==> src/rtl/calc_ctrl_if.sv <==
// calc_ctrl_if: bundle of keypad events, ALU operand/result bus and display
// outputs for the calculator sequencing controller.
//
// Handshake semantics: every key_* strobe is a single-cycle pulse sampled on
// the rising clock edge. There is no ready/back-pressure. At most one event is
// consumed per cycle, and events that cannot be used in the current state are
// dropped, not held. The ALU path is purely combinational. alu_a/alu_b/alu_opcode
// go out registered, and alu_out/alu_ovf are sampled only on the edge that
// leaves EXEC.
//
// Modports:
//   slave  - the controller (calc_ctrl): consumes keys and ALU result, drives
//            ALU operands, display value/error, busy and the debug state.
//   master - the environment (keypad decoder + ALU + display driver).
interface calc_ctrl_if;
  logic               key_digit_valid;
  logic [3:0]         key_digit;
  logic               key_neg;
  logic               key_op_valid;
  logic [2:0]         key_op;
  logic               key_eq;
  logic               key_clr;
  logic signed [15:0] alu_a;
  logic signed [15:0] alu_b;
  logic [2:0]         alu_opcode;
  logic signed [15:0] alu_out;
  logic               alu_ovf;
  logic signed [15:0] disp_value;
  logic               disp_err;
  logic               busy;
  logic [2:0]         dbg_state;

  modport slave (
    input  key_digit_valid, key_digit, key_neg, key_op_valid, key_op,
           key_eq, key_clr, alu_out, alu_ovf,
    output alu_a, alu_b, alu_opcode, disp_value, disp_err, busy, dbg_state
  );

  modport master (
    output key_digit_valid, key_digit, key_neg, key_op_valid, key_op,
           key_eq, key_clr, alu_out, alu_ovf,
    input  alu_a, alu_b, alu_opcode, disp_value, disp_err, busy, dbg_state
  );
endinterface

==> src/rtl/calc_ctrl.sv <==
// calc_ctrl: sequencing controller for a 4-digit signed calculator.
// It builds operands from keypad events, launches one ALU operation per
// equals, and captures the result. It then presents a value and an error
// flag to the display.
//
// Ports:
//   clk    - system clock, rising edge
//   rst_n  - asynchronous active-low reset
//   bus    - calc_ctrl_if.slave (keys in, ALU operands out, ALU result in,
//            disp_value/disp_err/busy out, dbg_state = current FSM state)
//
// Parameter MAX_DIGITS (1..4): digits accepted per operand entry.
//
// Optional feature macro CALC_CHAIN_EN: when defined, an operator pressed
// after B digits executes the pending operation. The result becomes the new
// A operand and entry of B starts again. When undefined, that operator key
// is ignored.
module calc_ctrl #(
  parameter int MAX_DIGITS = 4
) (
  input logic        clk,
  input logic        rst_n,
  calc_ctrl_if.slave bus
);

  localparam int CNT_W = $clog2(MAX_DIGITS + 1);
  localparam logic [CNT_W-1:0] CNT_MAX = CNT_W'(MAX_DIGITS);

  typedef enum logic [2:0] {
    ST_ENTER_A = 3'd0,
    ST_ENTER_B = 3'd1,
    ST_EXEC    = 3'd2,
    ST_SHOW    = 3'd3,
    ST_ERR     = 3'd4
  } state_e;

  state_e             state_q,   state_d;
  logic signed [15:0] entry_q,   entry_d;
  logic [CNT_W-1:0]   cnt_q,     cnt_d;
  logic               neg_q,     neg_d;     // sign of the current entry, kept even while entry is 0
  logic [2:0]         pend_op_q, pend_op_d;
  logic signed [15:0] result_q,  result_d;
  logic signed [15:0] alu_a_q,   alu_a_d;
  logic signed [15:0] alu_b_q,   alu_b_d;
  logic [2:0]         opcode_q,  opcode_d;
  logic signed [15:0] disp_q,    disp_d;
  logic               err_q,     err_d;
`ifdef CALC_CHAIN_EN
  logic               chain_q,    chain_d;    // current EXEC was launched by an operator key
  logic [2:0]         next_op_q,  next_op_d;  // operator that follows the chained result
  logic               show_res_q, show_res_d; // display the intermediate result until a digit arrives
`endif

  // One event per cycle: clr > eq > op > neg > digit.
  logic ev_clr, ev_eq, ev_op, ev_neg, ev_digit;
  logic op_legal, digit_legal;
  logic signed [15:0] digit_s;

  assign ev_clr   = bus.key_clr;
  assign ev_eq    = bus.key_eq       & ~ev_clr;
  assign ev_op    = bus.key_op_valid & ~bus.key_eq & ~ev_clr;
  assign ev_neg   = bus.key_neg      & ~bus.key_op_valid & ~bus.key_eq & ~ev_clr;
  assign ev_digit = bus.key_digit_valid & ~bus.key_neg & ~bus.key_op_valid &
                    ~bus.key_eq & ~ev_clr;

  assign op_legal    = (bus.key_op >= 3'd1) && (bus.key_op <= 3'd4);
  assign digit_legal = (bus.key_digit <= 4'd9);
  assign digit_s     = $signed({12'd0, bus.key_digit});

  always_comb begin
    state_d   = state_q;
    entry_d   = entry_q;
    cnt_d     = cnt_q;
    neg_d     = neg_q;
    pend_op_d = pend_op_q;
    result_d  = result_q;
    alu_a_d   = alu_a_q;
    alu_b_d   = alu_b_q;
    opcode_d  = 3'd0;
    disp_d    = disp_q;
    err_d     = 1'b0;
`ifdef CALC_CHAIN_EN
    chain_d    = chain_q;
    next_op_d  = next_op_q;
    show_res_d = show_res_q;
`endif

    if (ev_clr) begin
      // Clear wins everywhere, including EXEC: the in-flight result is dropped.
      state_d   = ST_ENTER_A;
      entry_d   = '0;
      cnt_d     = '0;
      neg_d     = 1'b0;
      pend_op_d = '0;
      result_d  = '0;
      alu_a_d   = '0;
      alu_b_d   = '0;
`ifdef CALC_CHAIN_EN
      chain_d    = 1'b0;
      next_op_d  = '0;
      show_res_d = 1'b0;
`endif
    end else begin
      unique case (state_q)
        ST_ENTER_A, ST_ENTER_B: begin
          if (ev_eq) begin
            if (state_q == ST_ENTER_B) begin
              alu_b_d  = entry_q;
              opcode_d = pend_op_q;
              state_d  = ST_EXEC;
`ifdef CALC_CHAIN_EN
              chain_d  = 1'b0;
`endif
            end
          end else if (ev_op) begin
            if (op_legal) begin
              if (state_q == ST_ENTER_A) begin
                alu_a_d   = entry_q;
                pend_op_d = bus.key_op;
                entry_d   = '0;
                cnt_d     = '0;
                neg_d     = 1'b0;
                state_d   = ST_ENTER_B;
              end else if (cnt_q == '0) begin
                pend_op_d = bus.key_op;
              end
`ifdef CALC_CHAIN_EN
              else begin
                alu_b_d   = entry_q;
                opcode_d  = pend_op_q;
                next_op_d = bus.key_op;
                chain_d   = 1'b1;
                state_d   = ST_EXEC;
              end
`endif
            end
          end else if (ev_neg) begin
            entry_d = -entry_q;
            neg_d   = ~neg_q;
          end else if (ev_digit && digit_legal && (cnt_q < CNT_MAX)) begin
            // Digits accumulate away from zero in the direction of the sign.
            entry_d = neg_q ? (entry_q * 16'sd10) - digit_s
                            : (entry_q * 16'sd10) + digit_s;
            cnt_d   = cnt_q + 1'b1;
`ifdef CALC_CHAIN_EN
            show_res_d = 1'b0;
`endif
          end
        end

        ST_EXEC: begin
          if (bus.alu_ovf) begin
            state_d = ST_ERR;
          end else begin
            result_d = bus.alu_out;
            state_d  = ST_SHOW;
`ifdef CALC_CHAIN_EN
            if (chain_q) begin
              alu_a_d    = bus.alu_out;
              pend_op_d  = next_op_q;
              entry_d    = '0;
              cnt_d      = '0;
              neg_d      = 1'b0;
              show_res_d = 1'b1;
              state_d    = ST_ENTER_B;
            end
`endif
          end
`ifdef CALC_CHAIN_EN
          chain_d = 1'b0;
`endif
        end

        ST_SHOW: begin
          if (ev_op) begin
            if (op_legal) begin
              alu_a_d   = result_q;
              pend_op_d = bus.key_op;
              entry_d   = '0;
              cnt_d     = '0;
              neg_d     = 1'b0;
              state_d   = ST_ENTER_B;
            end
          end else if (ev_neg) begin
            // The negated result becomes a full entry, so no digits can be appended.
            entry_d = -result_q;
            cnt_d   = CNT_MAX;
            neg_d   = (result_q > 16'sd0);
            state_d = ST_ENTER_A;
          end else if (ev_digit && digit_legal) begin
            entry_d = digit_s;
            cnt_d   = CNT_W'(1);
            neg_d   = 1'b0;
            state_d = ST_ENTER_A;
          end
        end

        ST_ERR: begin
          // Only clear leaves the error state.
        end

        default: state_d = ST_ENTER_A;
      endcase
    end

    // Display registers follow the next state so they line up with it.
    unique case (state_d)
      ST_ENTER_A, ST_ENTER_B: begin
        disp_d = entry_d;
`ifdef CALC_CHAIN_EN
        if (show_res_d && (cnt_d == '0)) disp_d = result_d;
`endif
      end
      ST_EXEC, ST_SHOW: disp_d = result_d;
      default:          disp_d = '0;
    endcase
    err_d = (state_d == ST_ERR);
  end

  always_ff @(posedge clk or negedge rst_n) begin
    if (!rst_n) begin
      state_q   <= ST_ENTER_A;
      entry_q   <= '0;
      cnt_q     <= '0;
      neg_q     <= 1'b0;
      pend_op_q <= '0;
      result_q  <= '0;
      alu_a_q   <= '0;
      alu_b_q   <= '0;
      opcode_q  <= '0;
      disp_q    <= '0;
      err_q     <= 1'b0;
    end else begin
      state_q   <= state_d;
      entry_q   <= entry_d;
      cnt_q     <= cnt_d;
      neg_q     <= neg_d;
      pend_op_q <= pend_op_d;
      result_q  <= result_d;
      alu_a_q   <= alu_a_d;
      alu_b_q   <= alu_b_d;
      opcode_q  <= opcode_d;
      disp_q    <= disp_d;
      err_q     <= err_d;
    end
  end

`ifdef CALC_CHAIN_EN
  always_ff @(posedge clk or negedge rst_n) begin
    if (!rst_n) begin
      chain_q    <= 1'b0;
      next_op_q  <= '0;
      show_res_q <= 1'b0;
    end else begin
      chain_q    <= chain_d;
      next_op_q  <= next_op_d;
      show_res_q <= show_res_d;
    end
  end
`endif

  assign bus.alu_a      = alu_a_q;
  assign bus.alu_b      = alu_b_q;
  assign bus.alu_opcode = opcode_q;
  assign bus.disp_value = disp_q;
  assign bus.disp_err   = err_q;
  assign bus.busy       = (state_q == ST_EXEC);
  assign bus.dbg_state  = state_q;

endmodule

==> src/flat_wrapper.sv <==
// flat-port wrapper written by rule: the top's interface ports become plain ports
module calc_ctrl_flat 
#(
  parameter int MAX_DIGITS = 4
)
  (clk, rst_n, bus_key_digit_valid, bus_key_digit, bus_key_neg, bus_key_op_valid, bus_key_op, bus_key_eq, bus_key_clr, bus_alu_out, bus_alu_ovf, bus_alu_a, bus_alu_b, bus_alu_opcode, bus_disp_value, bus_disp_err, bus_busy, bus_dbg_state);
  calc_ctrl_if bus_i ();
  input logic clk;
  input logic rst_n;
  input wire logic [$bits(bus_i.key_digit_valid)-1:0] bus_key_digit_valid;
  input wire logic [$bits(bus_i.key_digit)-1:0] bus_key_digit;
  input wire logic [$bits(bus_i.key_neg)-1:0] bus_key_neg;
  input wire logic [$bits(bus_i.key_op_valid)-1:0] bus_key_op_valid;
  input wire logic [$bits(bus_i.key_op)-1:0] bus_key_op;
  input wire logic [$bits(bus_i.key_eq)-1:0] bus_key_eq;
  input wire logic [$bits(bus_i.key_clr)-1:0] bus_key_clr;
  input wire logic [$bits(bus_i.alu_out)-1:0] bus_alu_out;
  input wire logic [$bits(bus_i.alu_ovf)-1:0] bus_alu_ovf;
  output wire logic [$bits(bus_i.alu_a)-1:0] bus_alu_a;
  output wire logic [$bits(bus_i.alu_b)-1:0] bus_alu_b;
  output wire logic [$bits(bus_i.alu_opcode)-1:0] bus_alu_opcode;
  output wire logic [$bits(bus_i.disp_value)-1:0] bus_disp_value;
  output wire logic [$bits(bus_i.disp_err)-1:0] bus_disp_err;
  output wire logic [$bits(bus_i.busy)-1:0] bus_busy;
  output wire logic [$bits(bus_i.dbg_state)-1:0] bus_dbg_state;
  assign bus_i.key_digit_valid = bus_key_digit_valid;
  assign bus_i.key_digit = bus_key_digit;
  assign bus_i.key_neg = bus_key_neg;
  assign bus_i.key_op_valid = bus_key_op_valid;
  assign bus_i.key_op = bus_key_op;
  assign bus_i.key_eq = bus_key_eq;
  assign bus_i.key_clr = bus_key_clr;
  assign bus_i.alu_out = bus_alu_out;
  assign bus_i.alu_ovf = bus_alu_ovf;
  assign bus_alu_a = bus_i.alu_a;
  assign bus_alu_b = bus_i.alu_b;
  assign bus_alu_opcode = bus_i.alu_opcode;
  assign bus_disp_value = bus_i.disp_value;
  assign bus_disp_err = bus_i.disp_err;
  assign bus_busy = bus_i.busy;
  assign bus_dbg_state = bus_i.dbg_state;
  calc_ctrl #(.MAX_DIGITS(MAX_DIGITS)) u_core (.clk(clk), .rst_n(rst_n), .bus(bus_i));
endmodule
==> config.mk <==
export PLATFORM = sky130hd
export DESIGN_NAME = calc_ctrl_flat
export DESIGN_NICKNAME = d
export VERILOG_FILES = /design/src/rtl/calc_ctrl_if.sv /design/src/rtl/calc_ctrl.sv /design/src/flat_wrapper.sv
export SDC_FILE = /design/constraint.sdc
export NUM_CORES = 1
export LEC_CHECK = 0
export ABC_AREA = 0
export ABC_CLOCK_PERIOD_IN_PS = 3800
export BUFFER_PORTS_ARGS = -buffer_cell sky130_fd_sc_hd__buf_2
export CAP_MARGIN = 20
export CORE_MARGIN = 2
export CORE_UTILIZATION = 33
export DETAILED_ROUTE_END_ITERATION = 10
export PLACE_DENSITY = 0.57
export SETUP_SLACK_MARGIN = 0.02
export SYNTH_ARGS = -nofsm -noshare
export SYNTH_HDL_FRONTEND = slang
export SYNTH_SLANG_ARGS = --single-unit
==> constraint.sdc <==
create_clock -name clk -period 3.8 [get_ports clk]
set_input_delay 0.38 -clock clk [delete_from_list [all_inputs] [get_ports clk]]
set_output_delay 0.38 -clock clk [all_outputs]
set_load 0.02 [all_outputs]
==> flow_summary.toml, run 1 <==
[setup_path]
endpoint_kind = "flip-flop"
critPathKind = "reg -> reg"
start_kind = "flip-flop"
regToRegSetupSlack_ps = 220
r2r_cells = 12
timing.rr.end = "u_core.bus.disp_value[15]"
r2r-start = "u_core.entry_q[1]"
crit_arrival_ps = 3810
cp_max_fo = 6
worstPathRequired_ps = 4030

[timing]
hold_violations = 0
slew_violations = 0
relSlewSlack = 0.444
setup_tns_ps = 0
fin_crit_sh = 0.941
worst_pin_slew_ps = 831
skew_ps = 9.69
fmax_ghz = 0.280
fin_crit_ps = 3580
whs_ps = 22.2
setup_viol = 0

[cells_and_area]
num-fill-cells = 1984
nNetsFinal = 891
final_cell_area_mm2 = 0.00763
diodes = 0
syn2layout_area_growth_pct = 18.3
drive_above_1_share = 0.195
fin_cells = 1094
mostFrequentLayoutCells = "nand2_1 (94), dfrtp_1 (94), buf_2 (85), nor2_1 (65), a21oi_1 (52)"

[yosys]
synth_area_mm2 = 0.00645
synth_area_leaders = "dfrtp_1 (36%), ha_1 (6.4%), nand2_1 (5.5%), a21oi_1 (4.1%), nor2_1 (3.8%)"
ys_warn_count = 0
synthMuxAreaShare = 0.0312
synthArstFlopShare = 1.00
syn_avg_cell_area_um2 = 8.77
synth_top_family_by_area = "compound AO/OA/AOI/OAI gates"
synth_seq_area_share = 0.365
synth_cells = 736
synth_edf_count = 0
synth_compound_area_frac = 0.230
ys_seq_elements = 94
yosysTopAreaCell = "dfrtp_1"
syn_nets = 803
yosysUniqueCellTypes = 72
synthXorXnorAreaFrac = 0.0529
synth_top_cell_area_share = 0.365
synthSimpleGateAreaFrac = 0.214
synth_adder_area_share = 0.0733
ys.flop_type = "dfrtp_1"

[placement]
dp_hpwl_um = 15400
postPlaceCellArea_mm2 = 0.00732
port_buffers = 86
place_congestion = 0.923
dp_cells = 1078

[run]
max_cap_violations = 0

[pwr]
switching_power_mw = 0.788
powerDensity_mw_per_mm2 = 325
p_int_mw = 1.69
swShare = 0.318
p_total_mw = 2.48
pwr-share-clk = 0.357
leakage_nw = 3.69
vdd_drop_max_mv = 0.204
p_seq_frac = 0.429
power_frac_comb = 0.213

[clock_network]
clock-sinks = 94
path_clk_slew_ps = 70
post_cts_resized = 0
cts_tree = "yes"
insertion_delay_ps = 340
ctsHtreeMaxLevel = 3
cts_made_buffers = 9
postCtsHoldBufs = 0
cts_setup_buffers = 0
root_buffer = "clkbuf_16"
cts_max_path_buffers = 2

[global_routing]
grt_use_total = 0.199
grt_max_degree = 71
first_global_vias = 5910
antenna_found_initial = 0
grt_overflow = 0
grt_pass1_wl_um = 32100

[route]
wirelength_um = 20600
drt_iter0_drc = 559
ant_nets = 0
drtPass1Iterations = 6
wl_per_cell_um = 18.8
avgViaCountPerCell = 5.61
vias = 6135
drc = 0

[hold_path]
min_path_type = "in -> async"

[floorplanning]
ios = 87
initial_core_util = 0.334
dieArea_mm2 = 0.0207
fp.dieW_um = 144
coreArea_mm2 = 0.0193
die_y_um = 144
num_rows = 51

[run_status]
outcome = "complete, no violations"
Yosys cell counts, types with 4 or more instances:
library cell,n
nand3_1,16
o31ai_1,20
mux2i_1,19
a222oi_1,4
and2_1,6
a21oi_1,53
a22o_1,26
a21o_1,6
xor2_1,17
or3_1,10
nor4_1,6
or2_2,4
ha_1,33
o21ai_0,39
o221ai_1,4
a31oi_1,10
nand2_1,94
nand2b_1,11
nor3_1,19
inv_1,14
a22oi_1,7
dfrtp_1,94
xnor2_1,22
nor2_1,65
nor2b_1,8
clkbuf_1,38
o211ai_1,6
o21a_1,8
or4_1,6
a211oi_1,4
worst max-delay path, cell delays in order, from the launching register on:
cell and delay, ps:
dfrtp_1 390, ha_1 300, ha_1 220, fa_1 410, a21o_1 210, a221oi_2 250, xnor2_1 190, or4_4 540
nor4_4 270, a22oi_2 130, nor4_2 270, nor4b_2 90, a22o_1 210
power groups by stage:
stage | Combinational, mW | Clock, mW | Sequential [mW]
finish | 0.529 | 0.886 | 1.06
global route | 0.588 | 0.939 | 1.07
floorplan | 0.332 | 0 | 1.09
detailed placement | 0.525 | 0 | 1.08
CTS | 0.527 | 0.906 | 1.06
global placement | 0.524 | 0 | 1.08
flip-flops by register name, indices dropped and copies added, names as in the netlist:
| register | flops |
|---|---|
| u_core.bus.alu_b | 16 |
| u_core.result_q | 16 |
| u_core.bus.alu_a | 16 |
| u_core.neg_q | 1 |
| u_core.bus.disp_value | 16 |
| u_core.bus.disp_err | 1 |
| u_core.entry_q | 16 |
| u_core.cnt_q | 3 |
| u_core.bus.dbg_state | 3 |
| u_core.bus.alu_opcode | 3 |
| u_core.pend_op_q | 3 |
worst max path at each step:
| stage | end | startpoint |
|---|---|---|
| 4_1_cts | u_core.bus.disp_value[15] | u_core.entry_q[1] |
| 5_1_grt | u_core.bus.disp_value[15] | u_core.entry_q[1] |
| 6_report | u_core.bus.disp_value[15] | u_core.entry_q[1] |
| 3_3_place_gp | u_core.bus.disp_value[15] | u_core.entry_q[1] |
| 3_5_place_dp | u_core.bus.disp_value[15] | u_core.entry_q[1] |
| 2_1_floorplan | u_core.bus.disp_value[15] | u_core.entry_q[1] |
metrics by stage:
| step | util | worst slack (ps) |
|---|---|---|
| 2_1_floorplan | - | 334 |
| 3_3_place_gp | 0.378 | 197 |
| 3_5_place_dp | 0.378 | 162 |
| 4_1_cts | 0.393 | 131 |
| 5_1_grt | 0.395 | -11.9 |
| 6_report | 0.395 | 224 |
kinds of logic (layout without fill, tap and decap cells):
kind of cell	after synthesis	after routing
flip-flops	94	94
buffers and inverters	57	150
XOR/XNOR	39	39
AO/OA/AOI/OAI	218	218
adder cells (fa/ha/maj)	36	36
AND/OR/NAND/NOR	272	272
multiplexers	20	20
routing by layer:
layer,wire length [um],GRT usage,up-vias
met5,0,0,-
met4,264,0.0397,0
met3,1410,0.0423,24
met2,9650,0.318,226
met1,9260,0.279,3007
li1,-,-,2878
cell type report:
type | instances | area (um^2) | area share
Tap cell | 265 | 332 | 0.0435
Timing Repair Buffer | 120 | 688 | 0.0902
Sequential cell | 94 | 2350 | 0.308
Clock buffer | 9 | 225 | 0.0295
Clock inverter | 7 | 62.6 | 0.00820
Multi-Input combinational cell | 585 | 3920 | 0.513
Inverter | 14 | 52.6 | 0.00689
No activity file was read; power rests on OpenSTA's default activity.
==> run 2: changes to the inputs <==
--- a/config.mk
+++ b/config.mk
@@ -12,7 +12,7 @@
 export CORE_MARGIN = 2
 export CORE_UTILIZATION = 33
 export DETAILED_ROUTE_END_ITERATION = 10
-export PLACE_DENSITY = 0.57
+export PLACE_DENSITY = 0.54
 export SETUP_SLACK_MARGIN = 0.02
 export SYNTH_ARGS = -nofsm -noshare
 export SYNTH_HDL_FRONTEND = slang
==> run 2 against run 1 <==
Cell area increased by 0.25%. Total power rose by 2.0%. Critical path depth rose by 1. Count of clock-buffer cells in the layout rose by 1. Hold slack improved by 260 ps. Sequential share of layout area fell by 0.076 points. Die area stayed put. Register-to-register slack got worse by 30 ps. Sequential cell count unchanged. Combinational power is 1% higher. Critical path type unchanged. Largest cell class unchanged.
==> flow_summary.toml, run 2 (synthesized netlist as in run 1, its figures left out) <==
[run_status]
outcome = "complete, no violations"

[timing]
rsz0062_at_grt = "no"
worst_pin_slew_ps = 825
skew_ps = 8.43
slew_violations = 0
relSlewSlack = 0.448
hold_violations = 0
fmax_ghz = 0.278
fin_crit_ps = 3600
setup_tns_ps = 0
setup_viol = 0
fin_crit_sh = 0.948

[setup_path]
slowest_delay_ps = 410
worstPathRequired_ps = 4100
cp_max_fo = 5
start_kind = "flip-flop"
crit_arrival_ps = 3900
endpoint_kind = "flip-flop"
cp_slowest_cell = "fa_1"
crit_chain = "ha_1, ha_1, fa_1, a21o_1, a22oi_1, nor2_1, and4b_1, nor4bb_1, buf_4, a22oi_2, a2bb2oi_1, nor4b_2, a22o_1"
worst_path_most_repeated_cell = "ha_1"
r2r_cells = 13
critPathKind = "reg -> reg"

[clock_network]
clock-sinks = 94
path_clk_slew_ps = 70
cts_setup_buffers = 0
root_buffer = "clkbuf_16"
post_cts_resized = 0
insertion_delay_ps = 360
ctsHtreeMaxLevel = 3
cts_tree = "yes"
cts_made_buffers = 9
cts_max_path_buffers = 2

[pwr]
p_seq_frac = 0.421
vdd_drop_max_mv = 0.195
switching_power_mw = 0.780
p_int_mw = 1.75
power_frac_comb = 0.212
swShare = 0.309
leakage_nw = 3.69
powerDensity_mw_per_mm2 = 331
pwr-share-clk = 0.367

[cells_and_area]
nNetsFinal = 895
syn2layout_area_growth_pct = 18.5
num-fill-cells = 1986
fin_cells = 1098
drive_above_1_share = 0.193
mostFrequentLayoutCells = "nand2_1 (94), dfrtp_1 (94), buf_2 (85), nor2_1 (65), a21oi_1 (53)"
diodes = 0

[route]
ant_nets = 0
vias = 6095
avgViaCountPerCell = 5.55
drt_iter0_drc = 468
drc = 0
drtPass1Iterations = 7
wl_per_cell_um = 19.2
wirelength_um = 21100

[floorplanning]
coreArea_mm2 = 0.0193
ios = 87
num_rows = 51
fp.dieW_um = 144
dieArea_mm2 = 0.0207
initial_core_util = 0.334
die_y_um = 144

[global_routing]
first_global_vias = 5684
grt_max_degree = 36
antenna_found_initial = 0
grt_overflow = 0
grt_pass1_wl_um = 32100
grt_use_total = 0.204

[placement]
place_congestion = 0.908
dp_hpwl_um = 16100
dp_cells = 1081
port_buffers = 86

[hold_path]
hold-path-cell-count = 3
min_path_type = "in -> reg"

[run]
max_cap_violations = 0
-- run 2: cell types whose count changed in the layout (fill, tap and decap cells not counted), sizes merged --
cell         before  now
buf             120  123
bufinv            0    1
clkbuf            9   10
clkinv            3    2
clkinvlp          0    1
dlygate4sd3       0    1
inv              18   16
-- run 2: power groups by stage --
stage / combinational [mW] / clock [mW] / sequential, mW
5_1_grt: 0.590 / 0.982 / 1.07
3_3_place_gp: 0.536 / 0 / 1.08
2_1_floorplan: 0.332 / 0 / 1.09
3_5_place_dp: 0.535 / 0 / 1.08
6_report: 0.536 / 0.928 / 1.07
4_1_cts: 0.537 / 0.952 / 1.07
-- run 2: layer usage --
metal  vias up  track usage  wire length [um]
met4         0       0.0697               629
li1       2884            -                 -
met3        45       0.0353              1110
met2       209        0.327              9930
met1      2957        0.279              9390
met5         -            0                 0
-- run 2: cell type report --
cell class,instances,area [um^2],share of cell area
multi-input cells,585,3890,0.509
flip-flops and latches,94,2350,0.308
repair buffers,124,721,0.0942
well taps,265,332,0.0434
clock buffers,10,229,0.0299
clock inverters,6,68.8,0.00900
inverters,14,52.6,0.00687
-- run 2: worst paths after layout --
path,start,endpoint,slack [ps]
hold reg to reg,u_core.pend_op_q[2],u_core.pend_op_q[2],480
setup / recovery,u_core.entry_q[1],u_core.bus.disp_value[15],200
hold / removal,bus_alu_out[6],u_core.result_q[6],280
min in group asynchronous,rst_n,u_core.bus.alu_a[11],500
max in group asynchronous,rst_n,u_core.entry_q[0],2520
setup reg to reg,u_core.entry_q[1],u_core.bus.disp_value[15],200
-- run 2: repair_timing --
item | in CTS | in global routing
hold endpoints to repair | 29 | 0
endpoints found under the setup margin | 0 | 0
hold buffers | 1 | 0
-- run 2: stage by stage --
stage / hold WS [ps] / utilization / setup WS [ps] / total power [mW] / cell area (um^2)
5_1_grt: 285 / 0.396 / 42.6 / 2.64 / 7650
2_1_floorplan: 84.4 / - / 334 / 1.42 / 6450
3_3_place_gp: 350 / 0.380 / 347 / 1.62 / 7340
3_5_place_dp: 348 / 0.380 / 275 / 1.62 / 7340
6_report: 279 / 0.396 / 197 / 2.53 / 7650
4_1_cts: 273 / 0.396 / 254 / 2.55 / 7650
-- run 2: worst max-delay path, delay by kind of cell, from the launching register on --
family          cells  cell delay [ps]
simple gates        4             1120
compound gates      5              940
fa+ha+maj           3              930
flops               1              380
buf+inv             1              170
